File: src/rtl/cnn_layer_accel_job_ctrl_pkg.sv
// Shared job-port types: descriptor layout, controller state encoding and
// the descriptor validity rule used by the controller, the loaders and the bench.
package cnn_layer_accel_job_pkg;

  typedef struct packed {
    logic [73:0] reserved;
    logic        actv;
    logic        master_quad;
    logic        cascade;
    logic [1:0]  conv_out_fmt;
    logic        upsample;
    logic [1:0]  padding;
    logic [1:0]  stride;
    logic [3:0]  kernel_size;
    logic [9:0]  num_kernels;
    logic [9:0]  depth;
    logic [9:0]  cols;
    logic [9:0]  rows;
  } job_params_t;

  typedef enum logic [2:0] {
    ST_IDLE  = 3'd0,
    ST_PARAM = 3'd1,
    ST_FREQ  = 3'd2,
    ST_FETCH = 3'd3,
    ST_RUN   = 3'd4,
    ST_CMPL  = 3'd5
  } job_state_t;

  function automatic logic job_params_check(input job_params_t p);
    logic dims_ok;
    logic ks_ok;
    logic st_ok;
    logic pad_ok;
    dims_ok = (p.rows != 10'd0) && (p.cols != 10'd0) &&
              (p.depth != 10'd0) && (p.num_kernels != 10'd0);
    ks_ok   = (p.kernel_size == 4'd1) || (p.kernel_size == 4'd3);
    st_ok   = (p.stride == 2'd1) || (p.stride == 2'd2);
    pad_ok  = ({2'b00, p.padding} <= (p.kernel_size >> 1));
    return dims_ok && ks_ok && st_ok && pad_ok;
  endfunction

endpackage

File: src/rtl/cnn_layer_accel_job_ctrl_if.sv
// Host job handshake bundle; the host is the master, the quad controller the slave.
interface cnn_layer_accel_job_ctrl_if;

  logic         job_start;
  logic         job_accept;
  logic [127:0] job_parameters;
  logic         job_parameters_valid;
  logic         job_fetch_request;
  logic         job_fetch_ack;
  logic         job_fetch_complete;
  logic         job_complete;
  logic         job_complete_ack;

  modport master (
    output job_start, job_parameters, job_parameters_valid, job_fetch_ack, job_complete_ack,
    input  job_accept, job_fetch_request, job_fetch_complete, job_complete
  );

  modport slave (
    input  job_start, job_parameters, job_parameters_valid, job_fetch_ack, job_complete_ack,
    output job_accept, job_fetch_request, job_fetch_complete, job_complete
  );

endinterface

File: src/rtl/cnn_layer_accel_job_watchdog.sv
// Ack watchdog: counts enabled cycles since the last clear and flags the cycle
// in which the C_ACK_TIMEOUT-th waiting cycle completes.
module cnn_layer_accel_job_watchdog #(
  parameter int C_ACK_TIMEOUT = 4096
) (
  input  logic clk_if,
  input  logic rst,
  input  logic clear,
  input  logic enable,
  output logic expired
);

  localparam int CW = $clog2(C_ACK_TIMEOUT + 1);
  localparam logic [CW-1:0] CNT_TC  = CW'(C_ACK_TIMEOUT - 1);
  localparam logic [CW-1:0] CNT_MAX = CW'(C_ACK_TIMEOUT);
  localparam logic [CW-1:0] CNT_ONE = {{(CW-1){1'b0}}, 1'b1};

  logic [CW-1:0] count;

  // Saturating cycle counter so the terminal flag fires only once per wait
  always_ff @(posedge clk_if) begin
    if (rst) begin
      count <= '0;
    end else if (clear) begin
      count <= '0;
    end else if (enable && (count != CNT_MAX)) begin
      count <= count + CNT_ONE;
    end else begin
      count <= count;
    end
  end

  assign expired = enable && !clear && (count == CNT_TC);

endmodule

File: src/rtl/cnn_layer_accel_job_ctrl.sv
// Quad-side job controller: accepts a host job, validates and latches its
// descriptor, then sequences fetch, execute and completion handshakes.
module cnn_layer_accel_job_ctrl
  import cnn_layer_accel_job_pkg::*;
#(
  parameter int C_ACK_TIMEOUT = 4096,
  parameter int C_CNT_WIDTH   = 16
) (
  input  logic                        clk_if,
  input  logic                        rst,
  cnn_layer_accel_job_ctrl_if.slave   host,
  input  logic                        fetch_done,
  output logic                        exec_start,
  input  logic                        exec_done,
  output job_params_t                 cfg_params,
  output logic                        job_active,
  output logic                        param_err,
  output logic                        timeout_err,
  output logic [C_CNT_WIDTH-1:0]      jobs_done
);

  localparam logic [C_CNT_WIDTH-1:0] JOBS_ONE = {{(C_CNT_WIDTH-1){1'b0}}, 1'b1};

  job_state_t state;
  logic       waiting;
  logic       wd_expired;

  // Only the two host-ack waits are policed; any other state holds the count at zero
  assign waiting = (state == ST_FREQ) || (state == ST_CMPL);

  cnn_layer_accel_job_watchdog #(
    .C_ACK_TIMEOUT (C_ACK_TIMEOUT)
  ) u_watchdog (
    .clk_if  (clk_if),
    .rst     (rst),
    .clear   (!waiting),
    .enable  (waiting),
    .expired (wd_expired)
  );

  // Job sequencing FSM with all handshake outputs registered
  always_ff @(posedge clk_if) begin
    if (rst) begin
      state                   <= ST_IDLE;
      host.job_accept         <= 1'b0;
      host.job_fetch_request  <= 1'b0;
      host.job_fetch_complete <= 1'b0;
      host.job_complete       <= 1'b0;
      exec_start              <= 1'b0;
      cfg_params              <= '0;
      job_active              <= 1'b0;
      param_err               <= 1'b0;
      timeout_err             <= 1'b0;
      jobs_done               <= '0;
    end else begin
      host.job_accept         <= 1'b0;
      host.job_fetch_complete <= 1'b0;
      exec_start              <= 1'b0;
      if (wd_expired) begin
        timeout_err <= 1'b1;
      end else begin
        timeout_err <= timeout_err;
      end
      case (state)
        ST_IDLE: begin
          if (host.job_start) begin
            host.job_accept <= 1'b1;
            param_err       <= 1'b0;
            timeout_err     <= 1'b0;
            job_active      <= 1'b1;
            state           <= ST_PARAM;
          end else begin
            state <= ST_IDLE;
          end
        end
        ST_PARAM: begin
          if (host.job_parameters_valid) begin
            cfg_params <= job_params_t'(host.job_parameters);
            // An invalid descriptor still completes so the host sees the job retire
            if (job_params_check(job_params_t'(host.job_parameters))) begin
              host.job_fetch_request <= 1'b1;
              state                  <= ST_FREQ;
            end else begin
              param_err         <= 1'b1;
              host.job_complete <= 1'b1;
              state             <= ST_CMPL;
            end
          end else begin
            state <= ST_PARAM;
          end
        end
        ST_FREQ: begin
          if (host.job_fetch_ack) begin
            host.job_fetch_request <= 1'b0;
            state                  <= ST_FETCH;
          end else begin
            state <= ST_FREQ;
          end
        end
        ST_FETCH: begin
          if (fetch_done) begin
            host.job_fetch_complete <= 1'b1;
            exec_start              <= 1'b1;
            state                   <= ST_RUN;
          end else begin
            state <= ST_FETCH;
          end
        end
        ST_RUN: begin
          if (exec_done) begin
            host.job_complete <= 1'b1;
            state             <= ST_CMPL;
          end else begin
            state <= ST_RUN;
          end
        end
        ST_CMPL: begin
          if (host.job_complete_ack) begin
            host.job_complete <= 1'b0;
            jobs_done         <= jobs_done + JOBS_ONE;
            job_active        <= 1'b0;
            state             <= ST_IDLE;
          end else begin
            state <= ST_CMPL;
          end
        end
        default: begin
          host.job_fetch_request <= 1'b0;
          host.job_complete      <= 1'b0;
          job_active             <= 1'b0;
          state                  <= ST_IDLE;
        end
      endcase
    end
  end

endmodule

File: src/flat_wrapper.sv
// flat-port wrapper written by rule: the top's interface ports become plain ports
module cnn_layer_accel_job_ctrl_flat import cnn_layer_accel_job_pkg::*;
#(
  parameter int C_ACK_TIMEOUT = 4096,
  parameter int C_CNT_WIDTH   = 16
)
  (clk_if, rst, fetch_done, exec_start, exec_done, cfg_params, job_active, param_err, timeout_err, jobs_done, host_job_start, host_job_parameters, host_job_parameters_valid, host_job_fetch_ack, host_job_complete_ack, host_job_accept, host_job_fetch_request, host_job_fetch_complete, host_job_complete);
  cnn_layer_accel_job_ctrl_if host_i ();
  input  logic clk_if;
  input  logic rst;
  input  logic fetch_done;
  output logic exec_start;
  input  logic exec_done;
  output job_params_t cfg_params;
  output logic job_active;
  output logic param_err;
  output logic timeout_err;
  output logic [C_CNT_WIDTH-1:0] jobs_done;
  input wire logic [$bits(host_i.job_start)-1:0] host_job_start;
  input wire logic [$bits(host_i.job_parameters)-1:0] host_job_parameters;
  input wire logic [$bits(host_i.job_parameters_valid)-1:0] host_job_parameters_valid;
  input wire logic [$bits(host_i.job_fetch_ack)-1:0] host_job_fetch_ack;
  input wire logic [$bits(host_i.job_complete_ack)-1:0] host_job_complete_ack;
  output wire logic [$bits(host_i.job_accept)-1:0] host_job_accept;
  output wire logic [$bits(host_i.job_fetch_request)-1:0] host_job_fetch_request;
  output wire logic [$bits(host_i.job_fetch_complete)-1:0] host_job_fetch_complete;
  output wire logic [$bits(host_i.job_complete)-1:0] host_job_complete;
  assign host_i.job_start = host_job_start;
  assign host_i.job_parameters = host_job_parameters;
  assign host_i.job_parameters_valid = host_job_parameters_valid;
  assign host_i.job_fetch_ack = host_job_fetch_ack;
  assign host_i.job_complete_ack = host_job_complete_ack;
  assign host_job_accept = host_i.job_accept;
  assign host_job_fetch_request = host_i.job_fetch_request;
  assign host_job_fetch_complete = host_i.job_fetch_complete;
  assign host_job_complete = host_i.job_complete;
  cnn_layer_accel_job_ctrl #(.C_ACK_TIMEOUT(C_ACK_TIMEOUT), .C_CNT_WIDTH(C_CNT_WIDTH)) u_core (.clk_if(clk_if), .rst(rst), .host(host_i), .fetch_done(fetch_done), .exec_start(exec_start), .exec_done(exec_done), .cfg_params(cfg_params), .job_active(job_active), .param_err(param_err), .timeout_err(timeout_err), .jobs_done(jobs_done));
endmodule
File: config.mk
export PLATFORM = sky130hd
export DESIGN_NAME = cnn_layer_accel_job_ctrl_flat
export DESIGN_NICKNAME = d
export VERILOG_FILES = /design/src/rtl/cnn_layer_accel_job_ctrl_pkg.sv /design/src/rtl/cnn_layer_accel_job_ctrl_if.sv /design/src/rtl/cnn_layer_accel_job_watchdog.sv /design/src/rtl/cnn_layer_accel_job_ctrl.sv /design/src/flat_wrapper.sv
export SDC_FILE = /design/constraint.sdc
export NUM_CORES = 1
export LEC_CHECK = 0
export BUFFER_PORTS_ARGS = -buffer_cell sky130_fd_sc_hd__buf_2
export CELL_PAD_IN_SITES_DETAIL_PLACEMENT = 0
export CELL_PAD_IN_SITES_GLOBAL_PLACEMENT = 1
export CORE_ASPECT_RATIO = 0.8
export CORE_UTILIZATION = 34
export CTS_BUF_LIST = sky130_fd_sc_hd__clkbuf_4 sky130_fd_sc_hd__clkbuf_8
export CTS_CLUSTER_DIAMETER = 150
export CTS_CLUSTER_SIZE = 16
export DETAILED_ROUTE_END_ITERATION = 6
export PLACE_DENSITY = 0.82
export SLEW_MARGIN = 10
export SYNTH_ARGS = -nofsm -noshare
export SYNTH_HDL_FRONTEND = slang
export SYNTH_HIERARCHICAL = 1
export SYNTH_SLANG_ARGS = --single-unit
export TNS_END_PERCENT = 50
File: constraint.sdc
create_clock -name clk_if -period 2.4 [get_ports clk_if]
set_input_delay 0.24 -clock clk_if [delete_from_list [all_inputs] [get_ports clk_if]]
set_output_delay 0.24 -clock clk_if [all_outputs]
set_load 0.05 [all_outputs]
==> reports/summary.txt, run 1 <==
================================================================================
Result of the run ................................................. finished, final reports clean
Share of flip-flops with an asynchronous set or reset .............            0
Clock sink count ..................................................          167
Clock network fraction of design power ............................        0.306
Clock skew ........................................................    0.0151 ns
First-pass DRT Iterations .........................................            4
Input/output buffers ..............................................          287
Largest net degree at the start of global routing .................          129
Largest area contributor in the netlist ........................... sky130_fd_sc_hd__dfxtp_1
Layout cell share with drive strength beyond 1 ....................        0.298
Largest cells by area after synthesis ............................. sky130_fd_sc_hd__dfxtp_1 50%, sky130_fd_sc_hd__nand2_1 15%, sky130_fd_sc_hd__a21oi_1 11%, sky130_fd_sc_hd__clkbuf_1 1.5%, sky130_fd_sc_hd__nor2_1 1.4%
Routed wire length per instance ...................................      14.2 um
Via count .........................................................         6794
Slowest stage delay, CP ...........................................      0.50 ns
Number of remaining DRC errors ....................................            0
Clock-pin slew on the worst setup and hold paths ..................      0.10 ns
Vias in the first global route ....................................         6313
Global routing usage on met1 ......................................        0.234
Most common flop cell mapped by yosys ............................. sky130_fd_sc_hd__dfxtp_1
F_max .............................................................      495 MHz
Antenna violations before repair ..................................            0
Total of max-cap violations .......................................            0
Number of buffers added for setup after CTS .......................            0
Comb power frac ...................................................        0.215
Initial DRC count .................................................          502
Number of hold-slack violations in the final timing report ........            0
Inst Count DP .....................................................         1331
Total clock buffers created by CTS ................................           17
Switching share of power ..........................................        0.343
Transition time of the tightest slew-check pin ....................     0.740 ns
Fraction of synthesized cell area taken by the top area cell type .        0.503
Clock tree from TritonCTS .........................................         done
Site Rows .........................................................           45
Total nets after synthesis ........................................          967
Global-route congestion overflow total ............................            0
Global-route wire length before repair ............................      31.3 mm
Maximum vdd drop ..................................................     0.400 mV
R2R Path Start .................................................... u_core/state[0]
Worst max-slew margin expressed relative to the limit .............        0.506
Worst reg2reg setup slack .........................................      0.38 ns
Fill cell count ...................................................         1887
Startpoint of the most critical hold path ......................... host_job_parameters[118]
Beginning of the critical path .................................... u_core/state[0]
Final Critical Period .............................................      2.02 ns
H-tree depth ......................................................            4
Share of the yosys chip area belonging to registers ...............        0.503
Yosys warnings ....................................................            6
Drt via density ...................................................         4.73
Met3 demand-to-capacity share in global routing ...................       0.0682
Count of boundary I/O pins ........................................          288
GR Util met2 ......................................................        0.329
Leak pwr ..........................................................   0.00406 uW
Seq cells post-synth ..............................................          167
Final setup violation count .......................................            0
Total design power ................................................      6230 uW
Die height ........................................................       127 um
Setup Slack @ Placement ...........................................     0.444 ns
Type of the tightest min-delay check ..............................    in -> reg
RSZ-0062 raised after global routing ..............................           no
Worst-skew pair later-pin latency .................................      0.45 ns
Post-DRT Antenna Nets .............................................            0
Switching power total .............................................      2140 uW
Net count reported at finish ......................................         1306
Sequence of cells on the critical path ............................ inv_1 > nor2_1 > a22o_1 > nand4_1 > or4_1 > a21oi_1
Internal power summed over all cells ..............................      4090 uW
Most crowded layer after global routing ...........................         met2
Routability cong. .................................................        0.777
Final worst setup slack ...........................................     0.379 ns
Core region area .................................................. 0.0190 sq mm
Global-route usage over all layers ................................        0.197
Share of the cycle needed by the critical path after routing ......        0.842
Area overhead of the layout relative to synthesis .................        41.6%
Syn Std Cell Area ................................................. 0.00664 sq mm
Kind of capture point of the worst setup path .....................    flip-flop
Post-DP HPWL ......................................................      13.8 mm
Clock root buffer ................................................. sky130_fd_sc_hd__clkbuf_8
Maximum count of clock buffers along a single path ................            2
Max-slew violations ...............................................            0
Data required time of the critical path ...........................      2.78 ns
Number of instances in the synthesized netlist ....................          826
Part of the power in registers ....................................        0.479
Setup Crit Path Kind ..............................................   reg -> reg
Detailed-route wire length ........................................      20.3 mm
Count of distinct cell types in the synthesized netlist ...........           65
Critical Path Start Type ..........................................    flip-flop
Full die area ..................................................... 0.0201 sq mm
# diodes ..........................................................            0
Power density of the placed cells .................................  662 mW/mm^2
Count of flip-flops with a built-in enable after synthesis ........            0
Slowest stage cell, crit path ..................................... sky130_fd_sc_hd__dfxtp_1
DIE WIDTH .........................................................       158 um
Final Instance Count excl. Fillers ................................         1436
Arrival time worst endpoint .......................................      2.40 ns
Worst-path fanout max .............................................           10
Final standard cell utilization of the core .......................        0.494
Initial core utilization ..........................................        0.349
Setup TNS .........................................................         0 ns
Mean post-synth cell area .........................................   8.04 sq um
================================================================================
==> repair_timing <==
| action | in CTS | in global routing |
|---|---|---|
| resized for setup | 0 | 0 |
| hold buffers | 66 | 7 |
| endpoints found under the hold margin | 66 | 7 |
==> critical path: cells and delay by family, from the launching register on <==
family                 cells  cell delay [ns]
buffers and inverters      1             0.10
DFF                        1             0.50
AOI/OAI and AO/OA          2             0.44
and+or+nand+nor            3             0.90
==> Yosys cell counts, drive strengths merged, types with 2 or more instances <==
| master | n |
|---|---|
| a21o | 2 |
| a21oi | 148 |
| and2 | 3 |
| and3 | 2 |
| and4b | 2 |
| buf | 26 |
| clkbuf | 27 |
| dfxtp | 167 |
| ha | 5 |
| inv | 16 |
| mux2 | 2 |
| mux2i | 4 |
| nand2 | 274 |
| nand2b | 4 |
| nand3 | 16 |
| nand3b | 2 |
| nand4 | 8 |
| nand4b | 2 |
| nor2 | 24 |
| nor2b | 4 |
| nor3 | 8 |
| nor4 | 12 |
| nor4b | 5 |
| o211ai | 2 |
| o21ai | 9 |
| o31ai | 4 |
| o41ai | 2 |
| or2 | 2 |
| or3 | 7 |
| or4 | 7 |
| or4b | 3 |
| xnor2 | 5 |
| xor2 | 6 |
==> logic make-up after synthesis <==
kind of cell,after synthesis,synth area share
compound gates,179,0.147
xor+xnor,11,0.0145
fa+ha+maj,5,0.00942
buf+inv,69,0.0471
flops,167,0.503
mux,6,0.00942
simple gates,389,0.269
==> metal layers <==
metal,share of wire,vias to the layer above
met3,0.081,26
met4,0.019,0
met5,0,-
met1,0.43,3083
met2,0.47,220
li1,-,3465
==> per-stage QoR <==
step	cell area, sq um	hold WS [ns]
floorplan	6640	0.376
global placement	8300	0.439
detailed placement	8300	0.443
CTS	9330	0.000457
global route	9400	0.000345
finish	9400	0.0240
==> final timing paths <==
| kind | end | depth (start not counted) |
|---|---|---|
| worst min register to register | u_core/cfg_params[19] | 2 |
| worst max register to register | u_core/u_watchdog/count[7] | 6 |
| worst max-delay path | u_core/u_watchdog/count[7] | 6 |
| worst min-delay path | u_core/cfg_params[118] | 3 |
==> placed cells by master, fill, tap and decap left out, drive strengths merged, types with 3 or more instances in the layout <==
master / n
nand2: 274
o31ai: 4
nor4: 12
o21ai: 9
nor2b: 4
clkinv: 7
or4: 7
xnor2: 5
clkinvlp: 3
nor3: 8
mux2i: 4
nor2: 24
nand4: 8
nor4b: 5
nand2b: 4
clkbuf: 19
nand3: 16
and2: 3
dlygate4sd3: 73
xor2: 6
inv: 19
dfxtp: 167
buf: 300
ha: 5
or3: 7
a21oi: 148
or4b: 3
==> state kept, by name (all words and copies together) (netlist names) <==
register / cells
u_core/host.job_accept: 1
u_core/state: 3
u_core/param_err: 1
u_core/cfg_params: 128
u_core/exec_start: 1
u_core/timeout_err: 1
u_core/host.job_fetch_request: 1
u_core/u_watchdog/count: 13
u_core/job_active: 1
u_core/jobs_done: 16
u_core/host.job_complete: 1
==> power groups by stage <==
stage / sequential [uW] / clock (uW) / combinational, uW
after CTS: 2980 / 1970 / 1340
after global placement: 3040 / 0 / 1250
final: 2980 / 1900 / 1340
after floorplan: 3510 / 0 / 399
after detailed placement: 3050 / 0 / 1250
after global routing: 3000 / 2110 / 1440
==> area by class of cell <==
cell class	count	area, sq um	share of cell area
flip-flops and latches	167	3340	0.356
clock inverters	13	120	0.0128
inverters	16	60.1	0.00639
well taps	258	323	0.0343
clock buffers	19	249	0.0265
repair buffers	373	2300	0.245
multi-input cells	590	3000	0.319
No activity file was read; power rests on OpenSTA's default activity.
==> inputs of run 2 (changes only) <==
--- a/config.mk
+++ b/config.mk
@@ -5,6 +5,7 @@
 export SDC_FILE = /design/constraint.sdc
 export NUM_CORES = 1
 export LEC_CHECK = 0
+export ABC_AREA = 1
 export BUFFER_PORTS_ARGS = -buffer_cell sky130_fd_sc_hd__buf_2
 export CELL_PAD_IN_SITES_DETAIL_PLACEMENT = 0
 export CELL_PAD_IN_SITES_GLOBAL_PLACEMENT = 1
@@ -14,7 +15,7 @@
 export CTS_CLUSTER_DIAMETER = 150
 export CTS_CLUSTER_SIZE = 16
 export DETAILED_ROUTE_END_ITERATION = 6
-export PLACE_DENSITY = 0.82
+export PLACE_DENSITY = 0.83
 export SLEW_MARGIN = 10
 export SYNTH_ARGS = -nofsm -noshare
 export SYNTH_HDL_FRONTEND = slang
==> constraint.sdc (replaced) <==
create_clock -name clk_if -period 1.9 [get_ports clk_if]
set_input_delay 0.19 -clock clk_if [delete_from_list [all_inputs] [get_ports clk_if]]
set_output_delay 0.19 -clock clk_if [all_outputs]
set_load 0.05 [all_outputs]
==> run 2 against run 1 <==
  * Wire length rose by 6.1%
  * Count of clock-buffer cells in the layout fell by 1
  * Combinational power rose by 90%
  * Largest power group unchanged
  * Sequential power rose by 33%
  * Critical path depth rose by 1
  * Critical endpoint is now u_core/timeout_err
  * Final cell count rose by 11%
==> reports/summary.txt, run 2 <==
=====================================================================================
Slowest stage delay, CP ................................................      0.43 ns
Arrival time worst endpoint ............................................      2.01 ns
Share of the cycle needed by the critical path after routing ...........        0.846
RSZ-0062 raised after global routing ...................................           no
Clock-pin slew on the worst setup and hold paths .......................      0.09 ns
Global-route congestion overflow total .................................            0
Switching share of power ...............................................        0.383
Synth Area in Simple Gates .............................................        0.265
Net count reported at finish ...........................................         1465
Syn Std Cell Area ...................................................... 0.00680 sq mm
Global-route usage over all layers .....................................        0.210
Mux share of post-synthesis cell area ..................................            0
Count of distinct cell types in the synthesized netlist ................           37
Seq cells post-synth ...................................................          167
Clock sink count .......................................................          167
Mean post-synth cell area ..............................................   7.33 sq um
Setup Crit Path Kind ...................................................   reg -> reg
Count of flip-flops with a built-in enable after synthesis .............            0
Die height .............................................................       129 um
Fraction of the mapped netlist area in adder cells .....................      0.00920
Power density of the placed cells ......................................  883 mW/mm^2
Max-slew violations ....................................................            0
Kind of capture point of the worst setup path ..........................    flip-flop
Number of remaining DRC errors .........................................            0
Post-DP HPWL ...........................................................      14.4 mm
Number of hold-slack violations in the final timing report .............            0
Leak pwr ...............................................................   0.00500 uW
Vias in the first global route .........................................         6986
Initial DRC count ......................................................          464
Final setup violation count ............................................            0
Fill cell count ........................................................         1832
Yosys warnings .........................................................            6
Most instantiated cells after synthesis ................................ 272 x sky130_fd_sc_hd__nor2_1, 167 x sky130_fd_sc_hd__dfxtp_1, 140 x sky130_fd_sc_hd__o21ai_0, 81 x sky130_fd_sc_hd__nand2_1, 74 x sky130_fd_sc_hd__inv_1
Drt via density ........................................................         4.56
Dominant combinational cell family by area after synthesis ............. simple AND/OR/NAND/NOR gates
Top Registers .......................................................... u_core/cfg_params (128), u_core/jobs_done (16), u_core/u_watchdog/count (13)
Compound-Gate Fraction of Synth Area ...................................        0.152
Register bank with the most flops ...................................... u_core/cfg_params
Internal power summed over all cells ...................................      5490 uW
# diodes ...............................................................            0
Count of boundary I/O pins .............................................          288
Share of the yosys chip area belonging to registers ....................        0.492
Total of max-cap violations ............................................            0
Global-route wire length before repair .................................      34.6 mm
Clock skew .............................................................    0.0194 ns
Post-placement cell area ............................................... 0.00845 sq mm
Data required time of the critical path ................................      2.30 ns
F_max ..................................................................      622 MHz
Most common flop cell mapped by yosys .................................. sky130_fd_sc_hd__dfxtp_1
Number of instances in the synthesized netlist .........................          928
Core region area ....................................................... 0.0193 sq mm
Largest net degree at the start of global routing ......................          105
Slowest stage cell, crit path .......................................... sky130_fd_sc_hd__or3b_2
Setup TNS ..............................................................         0 ns
Maximum count of clock buffers along a single path .....................            2
Switching power total ..................................................      3410 uW
Largest cells by area after synthesis .................................. sky130_fd_sc_hd__dfxtp_1 49%, sky130_fd_sc_hd__nor2_1 15%, sky130_fd_sc_hd__o21ai_0 10%, sky130_fd_sc_hd__nand2_1 4.5%, sky130_fd_sc_hd__inv_1 4.1%
Routed wire length per instance ........................................      13.5 um
Total nets after synthesis .............................................         1069
Post-DRT Antenna Nets ..................................................            0
Fraction of synthesized cell area taken by the top area cell type ......        0.492
Final instance area .................................................... 0.0101 sq mm
Area overhead of the layout relative to synthesis ......................        48.2%
FF-to-FF path depth ....................................................            7
Comb power frac ........................................................        0.285
Antenna violations before repair .......................................            0
Max reg flops ..........................................................          128
Initial core utilization ...............................................        0.353
Largest area contributor in the netlist ................................ sky130_fd_sc_hd__dfxtp_1
Inst Count DP ..........................................................         1436
Input/output buffers ...................................................          287
Commonest non-fill, non-tap cells in the layout ........................ 287 x sky130_fd_sc_hd__buf_2, 271 x sky130_fd_sc_hd__nor2_1, 167 x sky130_fd_sc_hd__dfxtp_1
Full die area .......................................................... 0.0206 sq mm
Share of flip-flops with an asynchronous set or reset ..................            0
Final Instance Count excl. Fillers .....................................         1594
Worst-path fanout max ..................................................            6
Most frequent standard cell in the layout excluding fill and tap cells . sky130_fd_sc_hd__buf_2
Library cell with the highest instance count after synthesis ........... sky130_fd_sc_hd__nor2_1
Transition time of the tightest slew-check pin .........................     0.419 ns
DIE WIDTH ..............................................................       160 um
Clock network fraction of design power .................................        0.270
Number of buffers added for setup after CTS ............................            0
Clock root buffer ...................................................... sky130_fd_sc_hd__clkbuf_8
Total clock buffers created by CTS .....................................           17
Number of cells on the worst hold path .................................            3
Sequence of cells on the critical path ................................. inv_2 > nor2_4 > nor2_1 > inv_1 > or3b_2 > nor3_1 > o211a_1
Layout cell share with drive strength beyond 1 .........................        0.267
H-tree depth ...........................................................            4
Maximum vdd drop .......................................................     0.444 mV
Critical Path Start Type ...............................................    flip-flop
Worst-skew pair later-pin latency ......................................      0.46 ns
Via count ..............................................................         7262
First-pass DRT Iterations ..............................................            5
Part of the power in registers .........................................        0.445
XOR/XNOR Fraction of Synth Area ........................................      0.00386
Result of the run ...................................................... finished, final reports clean
Site Rows ..............................................................           45
Detailed-route wire length .............................................      21.6 mm
Final Critical Period ..................................................      1.61 ns
Type of the tightest min-delay check ...................................    in -> reg
Worst max-slew margin expressed relative to the limit ..................        0.720
Routability cong. ......................................................        0.782
Clock tree from TritonCTS ..............................................         done
=====================================================================================
-- run 2: cell count changes after synthesis, sizes merged, moves of 16 or more --
cell / change
nand2: -184
nor2: +257
inv: +61
a21oi: -97
nand3: +16
o21ai: +133
-- run 2: path summary, 6_finish.rpt --
kind,from,end,slack [ns]
max,u_core/state[2],u_core/timeout_err,0.29
max reg2reg,u_core/state[2],u_core/timeout_err,0.29
min reg2reg,u_core/host.job_fetch_request,u_core/host.job_fetch_request,0.45
min,host_job_parameters[47],u_core/cfg_params[47],0.04
-- run 2: cells by family after synthesis --
kind of cell    after synthesis
simple gates                426
xor+xnor                      3
buf+inv                     125
compound gates              202
fa+ha+maj                     5
flops                       167
-- run 2: critical path: cells and delay by family, from the launching register on --
family / cells / cell delay [ns]
DFF: 1 / 0.41
and+or+nand+nor: 4 / 0.83
buffers and inverters: 2 / 0.17
AOI/OAI and AO/OA: 1 / 0.17
-- run 2: timing repair --
item                                   4_1_cts  5_1_grt
hold buffers                               127        0
setup endpoints to repair                    0        1
endpoints found under the hold margin      127        0
gates resized for setup                      0        1
-- run 2: per-layer routing --
metal,global-route usage,wire [um],vias up
met3,0.0677,1380,32
met5,0,0,-
met4,0.0661,416,0
met2,0.337,9890,208
li1,-,-,3761
met1,0.269,9890,3261
-- run 2: power groups by stage --
| stage | Clock [uW] | Sequential (uW) | Combinational, uW |
|---|---|---|---|
| after floorplan | 0 | 5110 | 595 |
| after global placement | 0 | 4030 | 2320 |
| after detailed placement | 0 | 4030 | 2320 |
| after CTS | 2490 | 3960 | 2530 |
| after global routing | 2640 | 4000 | 2700 |
| final | 2400 | 3960 | 2540 |
-- run 2: area by class of cell --
type                    instances  area, sq um  share of cell area
clock buffers                  18          248              0.0246
multi-input cells             636         2930               0.290
clock inverters                13          110              0.0109
flip-flops and latches        167         3340               0.332
inverters                      78          297              0.0294
repair buffers                424         2830               0.281
well taps                     258          323              0.0320
-- run 2: metrics by stage --
stage	util	setup WS [ns]	hold slack [ns]	total power, uW
after CTS	0.523	0.187	0.00684	8990
final	0.523	0.292	0.0359	8900
after global placement	0.439	0.324	0.410	6350
after detailed placement	0.439	0.288	0.416	6350
after global routing	0.523	0.0780	0.0197	9350
after floorplan	-	0.109	0.268	5710
==> inputs of run 3 (changes only) <==
==> constraint.sdc (replaced) <==
create_clock -name clk_if -period 1.5 [get_ports clk_if]
set_input_delay 0.15 -clock clk_if [delete_from_list [all_inputs] [get_ports clk_if]]
set_output_delay 0.15 -clock clk_if [all_outputs]
set_load 0.05 [all_outputs]
==> run 3 against run 2 <==
  * Count of clock-buffer cells in the layout shrank 1
  * Sequential share of layout area decreased by 2.2 points
  * Sequential cell count did not move
  * Final cell count increased by 2.3%
  * Highest routed layer unchanged
==> reports/summary.txt, run 3 (synthesis results as in run 2) <==
=====================================================================================
Final standard cell utilization of the core ............................        0.565
DIE WIDTH ..............................................................       160 um
Sequence of cells on the critical path ................................. nand2_4 > inv_4 > nand2_4 > nor2_8 > buf_12 > inv_4 > clkbuf_16 > nor2_1 > nor2_1
Data required time of the critical path ................................      1.86 ns
Clock root buffer ...................................................... sky130_fd_sc_hd__clkbuf_8
Most crowded layer after global routing ................................         met2
Post-DRT Antenna Nets ..................................................            0
Number of remaining DRC errors .........................................            0
Post-DP HPWL ...........................................................      15.6 mm
Global routing usage on met1 ...........................................        0.273
Clock skew .............................................................    0.0187 ns
Final Instance Count excl. Fillers .....................................         1631
Total of max-cap violations ............................................            0
Global-route usage over all layers .....................................        0.226
Most frequent standard cell in the layout excluding fill and tap cells . sky130_fd_sc_hd__buf_2
Result of the run ...................................................... finished, final reports clean
Input/output buffers ...................................................          287
Antenna violations before repair .......................................            1
Critical Path Start Type ...............................................    flip-flop
Clock sink count .......................................................          167
Full die area .......................................................... 0.0206 sq mm
Maximum count of clock buffers along a single path .....................            2
GR Util met2 ...........................................................        0.377
Initial core utilization ...............................................        0.353
Clock-pin slew on the worst setup and hold paths .......................      0.10 ns
Maximum vdd drop .......................................................     0.644 mV
RSZ-0062 raised after global routing ...................................          yes
Core region area ....................................................... 0.0193 sq mm
Area overhead of the layout relative to synthesis ......................        60.0%
F_max ..................................................................      675 MHz
Vias in the first global route .........................................         7468
Kind of capture point of the worst setup path ..........................    flip-flop
Largest net degree at the start of global routing ......................           51
Layout cell share with drive strength beyond 1 .........................        0.318
Leak pwr ...............................................................   0.00534 uW
First-pass DRT Iterations ..............................................            5
Final setup violation count ............................................            0
Net count reported at finish ...........................................         1500
Power density of the placed cells ...................................... 1100 mW/mm^2
Total clock buffers created by CTS .....................................           17
Max reg flops ..........................................................          128
Worst-path fanout max ..................................................           25
Count of boundary I/O pins .............................................          288
Inst Count DP ..........................................................         1456
Number of hold-slack violations in the final timing report .............            0
Slowest stage cell, crit path .......................................... sky130_fd_sc_hd__dfxtp_2
Setup Crit Path Kind ...................................................   reg -> reg
Routability cong. ......................................................        0.794
Max-slew violations ....................................................            0
Met3 demand-to-capacity share in global routing ........................       0.0719
H-tree depth ...........................................................            4
Clock tree from TritonCTS ..............................................         done
Global-route congestion overflow total .................................            0
Routed wire length per instance ........................................      15.1 um
Via count ..............................................................         7624
Final Critical Period ..................................................      1.48 ns
Arrival time worst endpoint ............................................      1.84 ns
Site Rows ..............................................................           45
Slowest stage delay, CP ................................................      0.41 ns
Register bank with the most flops ...................................... u_core/cfg_params
Drt via density ........................................................         4.67
Worst-skew pair later-pin latency ......................................      0.47 ns
Worst max-slew margin expressed relative to the limit ..................        0.769
Commonest non-fill, non-tap cells in the layout ........................ 287 x sky130_fd_sc_hd__buf_2, 254 x sky130_fd_sc_hd__nor2_1, 156 x sky130_fd_sc_hd__dfxtp_1
Total design power .....................................................     12000 uW
Die height .............................................................       129 um
Initial DRC count ......................................................          379
Top Registers .......................................................... u_core/cfg_params (128), u_core/jobs_done (16), u_core/u_watchdog/count (13)
Type of the tightest min-delay check ...................................    in -> reg
Transition time of the tightest slew-check pin .........................     0.343 ns
Detailed-route wire length .............................................      24.6 mm
Share of the cycle needed by the critical path after routing ...........        0.988
Global-route wire length before repair .................................      37.1 mm
=====================================================================================
[run 3: path summary, 6_finish.rpt]
check                                         start  cells after the start  slack [ns]                          to
worst max register to register      u_core/state[0]                      9        0.02      u_core/cfg_params[116]
worst min-delay path                            rst                      4        0.04  u_core/u_watchdog/count[1]
worst min register to register  u_core/jobs_done[3]                      1        0.46         u_core/jobs_done[3]
worst max-delay path                u_core/state[0]                      9        0.02      u_core/cfg_params[116]
[run 3: per-layer routing]
layer / up-vias / wire, um
met5: - / 0
met4: 0 / 561
met3: 42 / 1770
met2: 255 / 11500
met1: 3480 / 10800
li1: 3847 / -
[run 3: power breakdown]
| group | leakage, uW | total, uW | switching [uW] | internal, uW |
|---|---|---|---|---|
| registers | 0.00137 | 5030 | 198 | 4830 |
| clock network | 0.000201 | 3320 | 2040 | 1280 |
| logic | 0.00377 | 3600 | 2470 | 1130 |
[run 3: final cells by class]
cell class	instances	area, sq um
timing repair buffer	459	3390
clock inverter	15	175
inverter	78	305
tap	258	323
antenna	1	2.50
multi-input combinational	636	3080
sequential	167	3370
clock buffer	17	234
fill	1837	8370
[run 3: metrics by stage]
step | hold WS [ns] | setup slack [ns] | TNS [ns] | cell area, sq um
after floorplan | 0.221 | 0.000742 | 0 | 6850
final | 0.0365 | 0.0183 | 0 | 10900
after global routing | 0.0139 | -0.0509 | -1.31 | 10900
after global placement | 0.370 | 0.0651 | 0 | 8700
after CTS | 0.0348 | 0.0156 | 0 | 10400
after detailed placement | 0.377 | 0.0404 | 0 | 8700
[run 3: timing repair]
action,in CTS,in global routing
buffers inserted,0,3
gates resized for setup,0,62
hold buffers,130,0
endpoints found under the hold margin,131,0
endpoints found under the setup margin,0,141
[run 3: critical path: cells and delay by family (launching register included)]
kind / cells / cell delay [ns]
buf+inv: 4 / 0.48
flops: 1 / 0.41
simple gates: 5 / 0.49
